--- src/rtl/bsg_link_arb_pkg.sv ---
// bsg_link_arb_pkg: shared FSM state type and credit-counter width helper
package bsg_link_arb_pkg;

    typedef enum logic {
        IDLE   = 1'b0,
        LOCKED = 1'b1
    } state_e;

    function automatic int credit_width(input int credits);
        return $clog2(credits + 1);
    endfunction

endpackage

--- src/rtl/bsg_link_upstream_arbiter_if.sv ---
// bsg_link_upstream_arbiter_if: requester, link and credit signals of the arbiter
// slave  : arbiter side (takes req_*_i, link_ready_i, token_i; drives the _o signals)
// master : environment side (requesters, upstream link, token source)
interface bsg_link_upstream_arbiter_if #(
    parameter int NUM_REQ = 4,
    parameter int WIDTH   = 64,
    parameter int CREDITS = 16
) ();
    import bsg_link_arb_pkg::*;

    localparam int ID_W  = $clog2(NUM_REQ);
    localparam int CNT_W = credit_width(CREDITS);

    logic [NUM_REQ-1:0]       req_valid_i;
    logic [NUM_REQ*WIDTH-1:0] req_data_i;
    logic [NUM_REQ-1:0]       req_last_i;
    logic [NUM_REQ-1:0]       req_ready_o;
    logic                     link_valid_o;
    logic [WIDTH-1:0]         link_data_o;
    logic                     link_ready_i;
    logic                     token_i;
    logic [CNT_W-1:0]         credit_cnt_o;
    logic [ID_W-1:0]          grant_id_o;
    logic                     credit_err_o;

    modport slave (
        input  req_valid_i, req_data_i, req_last_i, link_ready_i, token_i,
        output req_ready_o, link_valid_o, link_data_o, credit_cnt_o, grant_id_o, credit_err_o
    );

    modport master (
        output req_valid_i, req_data_i, req_last_i, link_ready_i, token_i,
        input  req_ready_o, link_valid_o, link_data_o, credit_cnt_o, grant_id_o, credit_err_o
    );

endinterface

--- src/rtl/bsg_link_rr_picker.sv ---
// bsg_link_rr_picker: first valid requester at or after ptr_i, wrapping
// valid_i : request vector      ptr_i : round-robin start position
// grant_o : one-hot winner      id_o  : winner index (ptr_i when none valid)
// any_o   : some requester valid
module bsg_link_rr_picker #(
    parameter int NUM_REQ = 4,
    localparam int ID_W   = $clog2(NUM_REQ)
) (
    input  logic [NUM_REQ-1:0] valid_i,
    input  logic [ID_W-1:0]    ptr_i,
    output logic [NUM_REQ-1:0] grant_o,
    output logic [ID_W-1:0]    id_o,
    output logic               any_o
);
    logic [ID_W-1:0] idx;

    // Scan from the farthest offset down so the nearest valid requester wins.
    always_comb begin
        idx = '0;
        id_o = ptr_i;
        any_o = |valid_i;
        for (int k = NUM_REQ - 1; k >= 0; k--) begin
            idx = ID_W'((int'(ptr_i) + k) % NUM_REQ);
            id_o = valid_i[idx] ? idx : id_o;
        end
        grant_o = '0;
        grant_o[id_o] = any_o;
    end

endmodule

--- src/rtl/bsg_link_upstream_arbiter.sv ---
// bsg_link_upstream_arbiter: round-robin, message-locked, credit-gated mux onto one upstream link
// clk, rst_n : core clock, asynchronous active-low reset
// bus        : requester handshakes, registered link output, token input, credit/grant status
module bsg_link_upstream_arbiter
    import bsg_link_arb_pkg::*;
#(
    parameter int NUM_REQ       = 4,
    parameter int WIDTH         = 64,
    parameter int CREDITS       = 16,
    parameter int LG_DECIMATION = 3
) (
    input logic clk,
    input logic rst_n,
    bsg_link_upstream_arbiter_if.slave bus
);
    localparam int ID_W = $clog2(NUM_REQ);
    localparam int CNT_W = credit_width(CREDITS);
    localparam logic [31:0] RETURN = 32'd1 << LG_DECIMATION;

    state_e state_q, state_d;
    logic [ID_W-1:0] ptr_q, ptr_d, lock_q, lock_d, pick_id, sel_id;
    logic [NUM_REQ-1:0] pick_grant, grant, ready;
    logic pick_any, out_free, can_load, load, sel_last;
    logic [CNT_W-1:0] cnt_q, cnt_d;
    logic err_q, err_d, valid_q, valid_d;
    logic [WIDTH-1:0] data_q, data_d;
    logic [31:0] credit_sum;

    bsg_link_rr_picker #(.NUM_REQ(NUM_REQ)) picker (
        .valid_i(bus.req_valid_i),
        .ptr_i  (ptr_q),
        .grant_o(pick_grant),
        .id_o   (pick_id),
        .any_o  (pick_any)
    );

    always_comb begin
        sel_id = state_q == LOCKED ? lock_q : pick_id;
        grant = state_q == LOCKED ? '0 : pick_grant;
        grant[lock_q] = grant[lock_q] | (state_q == LOCKED);
        out_free = ~valid_q | bus.link_ready_i;
        can_load = out_free & (cnt_q != '0);
        ready = {NUM_REQ{can_load}} & grant & bus.req_valid_i;
        load = |ready;
        sel_last = bus.req_last_i[sel_id];
        state_d = state_q;
        ptr_d = ptr_q;
        lock_d = lock_q;
        if (load & sel_last) begin
            state_d = IDLE;
            ptr_d = sel_id == ID_W'(NUM_REQ - 1) ? '0 : sel_id + 1'b1;
        end else if (load) begin
            state_d = LOCKED;
            lock_d = sel_id;
        end
        valid_d = load | (valid_q & ~bus.link_ready_i);
        data_d = load ? bus.req_data_i[sel_id*WIDTH +: WIDTH] : data_q;
        // Credits are spent at load time; a token in the same cycle still adds.
        credit_sum = 32'(cnt_q) - 32'(load) + (bus.token_i ? RETURN : 32'd0);
        cnt_d = credit_sum > CREDITS ? CNT_W'(CREDITS) : CNT_W'(credit_sum);
        err_d = err_q | (credit_sum > CREDITS);
    end

    always_ff @(posedge clk or negedge rst_n) begin
        if (!rst_n) begin
            state_q <= IDLE;
            ptr_q <= '0;
            lock_q <= '0;
            cnt_q <= CNT_W'(CREDITS);
            err_q <= 1'b0;
            valid_q <= 1'b0;
            data_q <= '0;
        end else begin
            state_q <= state_d;
            ptr_q <= ptr_d;
            lock_q <= lock_d;
            cnt_q <= cnt_d;
            err_q <= err_d;
            valid_q <= valid_d;
            data_q <= data_d;
        end
    end

    // Combinational outputs are forced to their idle values while reset is held.
    assign bus.req_ready_o = rst_n ? ready : '0;
    assign bus.grant_id_o = rst_n ? sel_id : '0;
    assign bus.link_valid_o = valid_q;
    assign bus.link_data_o = data_q;
    assign bus.credit_cnt_o = cnt_q;
    assign bus.credit_err_o = err_q;

endmodule

--- src/flat_wrapper.sv ---
// flat-port wrapper written by rule: the top's interface ports become plain ports
module bsg_link_upstream_arbiter_flat import bsg_link_arb_pkg::*;
#(
    parameter int NUM_REQ       = 4,
    parameter int WIDTH         = 64,
    parameter int CREDITS       = 16,
    parameter int LG_DECIMATION = 3
)
  (clk, rst_n, bus_req_valid_i, bus_req_data_i, bus_req_last_i, bus_link_ready_i, bus_token_i, bus_req_ready_o, bus_link_valid_o, bus_link_data_o, bus_credit_cnt_o, bus_grant_id_o, bus_credit_err_o);
  bsg_link_upstream_arbiter_if #(.NUM_REQ(NUM_REQ), .WIDTH(WIDTH), .CREDITS(CREDITS)) bus_i ();
  input logic clk;
  input logic rst_n;
  input wire logic [$bits(bus_i.req_valid_i)-1:0] bus_req_valid_i;
  input wire logic [$bits(bus_i.req_data_i)-1:0] bus_req_data_i;
  input wire logic [$bits(bus_i.req_last_i)-1:0] bus_req_last_i;
  input wire logic [$bits(bus_i.link_ready_i)-1:0] bus_link_ready_i;
  input wire logic [$bits(bus_i.token_i)-1:0] bus_token_i;
  output wire logic [$bits(bus_i.req_ready_o)-1:0] bus_req_ready_o;
  output wire logic [$bits(bus_i.link_valid_o)-1:0] bus_link_valid_o;
  output wire logic [$bits(bus_i.link_data_o)-1:0] bus_link_data_o;
  output wire logic [$bits(bus_i.credit_cnt_o)-1:0] bus_credit_cnt_o;
  output wire logic [$bits(bus_i.grant_id_o)-1:0] bus_grant_id_o;
  output wire logic [$bits(bus_i.credit_err_o)-1:0] bus_credit_err_o;
  assign bus_i.req_valid_i = bus_req_valid_i;
  assign bus_i.req_data_i = bus_req_data_i;
  assign bus_i.req_last_i = bus_req_last_i;
  assign bus_i.link_ready_i = bus_link_ready_i;
  assign bus_i.token_i = bus_token_i;
  assign bus_req_ready_o = bus_i.req_ready_o;
  assign bus_link_valid_o = bus_i.link_valid_o;
  assign bus_link_data_o = bus_i.link_data_o;
  assign bus_credit_cnt_o = bus_i.credit_cnt_o;
  assign bus_grant_id_o = bus_i.grant_id_o;
  assign bus_credit_err_o = bus_i.credit_err_o;
  bsg_link_upstream_arbiter #(.NUM_REQ(NUM_REQ), .WIDTH(WIDTH), .CREDITS(CREDITS), .LG_DECIMATION(LG_DECIMATION)) u_core (.clk(clk), .rst_n(rst_n), .bus(bus_i));
endmodule
--- config.mk ---
export PLATFORM = sky130hd
export DESIGN_NAME = bsg_link_upstream_arbiter_flat
export DESIGN_NICKNAME = d
export VERILOG_FILES = /design/src/rtl/bsg_link_arb_pkg.sv /design/src/rtl/bsg_link_upstream_arbiter_if.sv /design/src/rtl/bsg_link_rr_picker.sv /design/src/rtl/bsg_link_upstream_arbiter.sv /design/src/flat_wrapper.sv
export SDC_FILE = /design/constraint.sdc
export NUM_CORES = 1
export LEC_CHECK = 0
export BUFFER_PORTS_ARGS = -buffer_cell sky130_fd_sc_hd__buf_2
export CORE_AREA = 2 2 132 134
export DETAILED_ROUTE_END_ITERATION = 10
export DIE_AREA = 0 0 134 136
export GPL_TIMING_DRIVEN = 0
export PLACE_DENSITY = 0.66
export SLEW_MARGIN = 25
export SYNTH_ARGS = -nofsm -noshare
export SYNTH_HDL_FRONTEND = slang
export SYNTH_HIERARCHICAL = 1
export SYNTH_SLANG_ARGS = --single-unit
--- constraint.sdc ---
create_clock -name clk -period 3.3 [get_ports clk]
set_input_delay 0.66 -clock clk [delete_from_list [all_inputs] [get_ports clk]]
set_output_delay 0.66 -clock clk [all_outputs]
set_load 0.02 [all_outputs]
==> results.md <==
- Status: complete, no violations
- Ys Warns: 6
- Post-route cell area: 7940 um^2
- P&R area growth vs syn: 46.7%
- Largest net degree at the start of global routing: 43
- Syn Std Cell Area: 5410 um^2
- H-tree Lvls: 3
- First drt pass iteration count: 5
- Core area: 16900 um^2
- Commonest non-fill, non-tap cell in the layout: buf_2
- Worst Reg-to-Reg Cells: 16
- P_leak: 3.86 nW
- Vias in the first global route: 5950
- Worst-margin pin slew: 662 ps
- Bufs on Longest Clock Path: 2
- Post-Route WL: 21000 um
- PnR Total Power: 9.27 mW
- Clock Sinks: 76
- Setup TNS: 0 ps
- Max Cap Violations: 0
- Worst slack, placed: -571 ps
- Slew margin rel.: 0.559
- Mapped Cells: 604
- Die Area: 18200 um^2
- CP Class: in2reg
- Hold slack: 285 ps
- Wire length per cell: 17.5 um
- Final Wtd Congestion: 0.875
- DP HPWL: 16400 um
- Die Y: 136 um
- Final Max Tran Viols: 0
- DRC violations left: 0
- Share of cells above drive strength 1: 0.502
- Hold crit path type: in2async
- Vias/cell: 5.01
- Maximum fanout along the worst path: 8
- Pwr/cell area: 1170 nW/um^2
- Worst vdd ir: 0.446 mV
- # rows: 48
- Crit end category: flip-flop
- Nets: 1241
- CP Launch Type: input pin
- Number of I/O pins: 345
- Routed Antenna Nets: 0
- Die width: 134 um
- Setup Skew: 6.62 ps
- First-pass GRT wire length: 31700 um
- CP Data Required Time: 3510 ps
- Initial core utilization: 0.320
- Setup Viol. Count Final: 0
- Gr usage total: 0.227
- Root buf cell: clkbuf_16
- Syn Nets: 876
- Num CTS Buffers: 9
- Cell Area, Placed: 7470 um^2
- Clk_lat worst skew: 330 ps
- Tcrit/Tclk final: 0.976
- Final worst slack: 77.9 ps
- Routed vias: 6013
- Worst-path clk slew: 60 ps
- Fmax: 310 MHz
- CTS tree: built
- Final min period: 3220 ps
- Hold_buf cts: 0
- Mapped Avg Cell Area: 8.95 um^2
- Iter 0 DRT Violations: 254
- Initial antenna violation count: 1
- Most frequent cells in the layout: buf_2, nand2_1, dfrtp_1, a31oi_1, a211oi_1
- Critical path arrival: 3440 ps
- Port bufs: 344
- Final global-route overflow total: 0
- Final hold viol count: 0
[state kept, by name (all words and copies together) (netlist names)]
signal	flops
u_core/bus.link_data_o	64
u_core/state_q	1
u_core/bus.credit_cnt_o	5
u_core/ptr_q	2
u_core/bus.credit_err_o	1
u_core/lock_q	2
u_core/bus.link_valid_o	1
[worst max-delay path: stages]
cell and delay (ps):
buf_2 200, nand2b_4 90, a21oi_1 140, o21ai_0 90, and3b_1 180, a41oi_2 240
a41oi_4 190, buf_12 170, ha_4 160, ha_2 180, nor3b_2 150, xor2_1 160
ha_2 190, a21oi_1 110, a31oi_1 70, a21o_1 190, or2_2 270
[routing by layer]
metal  vias up  global-route usage  share of wire  routed length [um]
met5         -                   0              0                   0
met4         0              0.0751          0.018                 376
met3        24              0.0556          0.071                1490
met2       245               0.392           0.50               10500
met1      2850               0.276           0.41                8680
li1       2894                   -              -                   -
[through the flow]
step	instances	util
final	1200	0.470
after detailed placement	1174	0.443
after global routing	1200	0.470
after floorplan	604	-
after CTS	1194	0.466
after global placement	1173	0.442
[what timing repair did]
action,in CTS,in global routing
resized for setup,6,7
buffers inserted,5,5
setup endpoints to repair,8,4
pin swaps,2,5
[layout make-up]
cell class,instances,area (um^2)
fillers,1711,8940
multi-input cells,468,3260
flip-flops and latches,76,1900
repair buffers,355,1820
plain buffers,51,300
well taps,225,282
clock buffers,12,236
clock inverters,4,97.6
inverters,8,32.5
diodes,1,2.50
[final timing paths]
path / slack, ps / to / startpoint
min in group clk: 480 / u_core/bus.credit_err_o$_DFF_PN0_ / u_core/bus.credit_err_o$_DFF_PN0_
worst min register to register: 480 / u_core/bus.credit_err_o$_DFF_PN0_ / u_core/bus.credit_err_o$_DFF_PN0_
max in group asynchronous: 2340 / u_core/bus.credit_cnt_o[4]$_DFF_PN1_ / rst_n
worst max-delay path: 80 / u_core/bus.credit_err_o$_DFF_PN0_ / bus_req_valid_i[0]
worst max register to register: 100 / u_core/bus.credit_err_o$_DFF_PN0_ / u_core/ptr_q[0]$_DFFE_PN0P_
worst min-delay path: 290 / u_core/bus.link_data_o[20]$_DFFE_PN0N_ / rst_n
[power breakdown]
part	switching, mW	internal, mW	total [mW]
combinational	3.69	2.76	6.44
clock	0.372	0.740	1.11
sequential	0.268	1.45	1.72
total	4.33	4.94	9.27
Power figures use the tool's default switching activity.
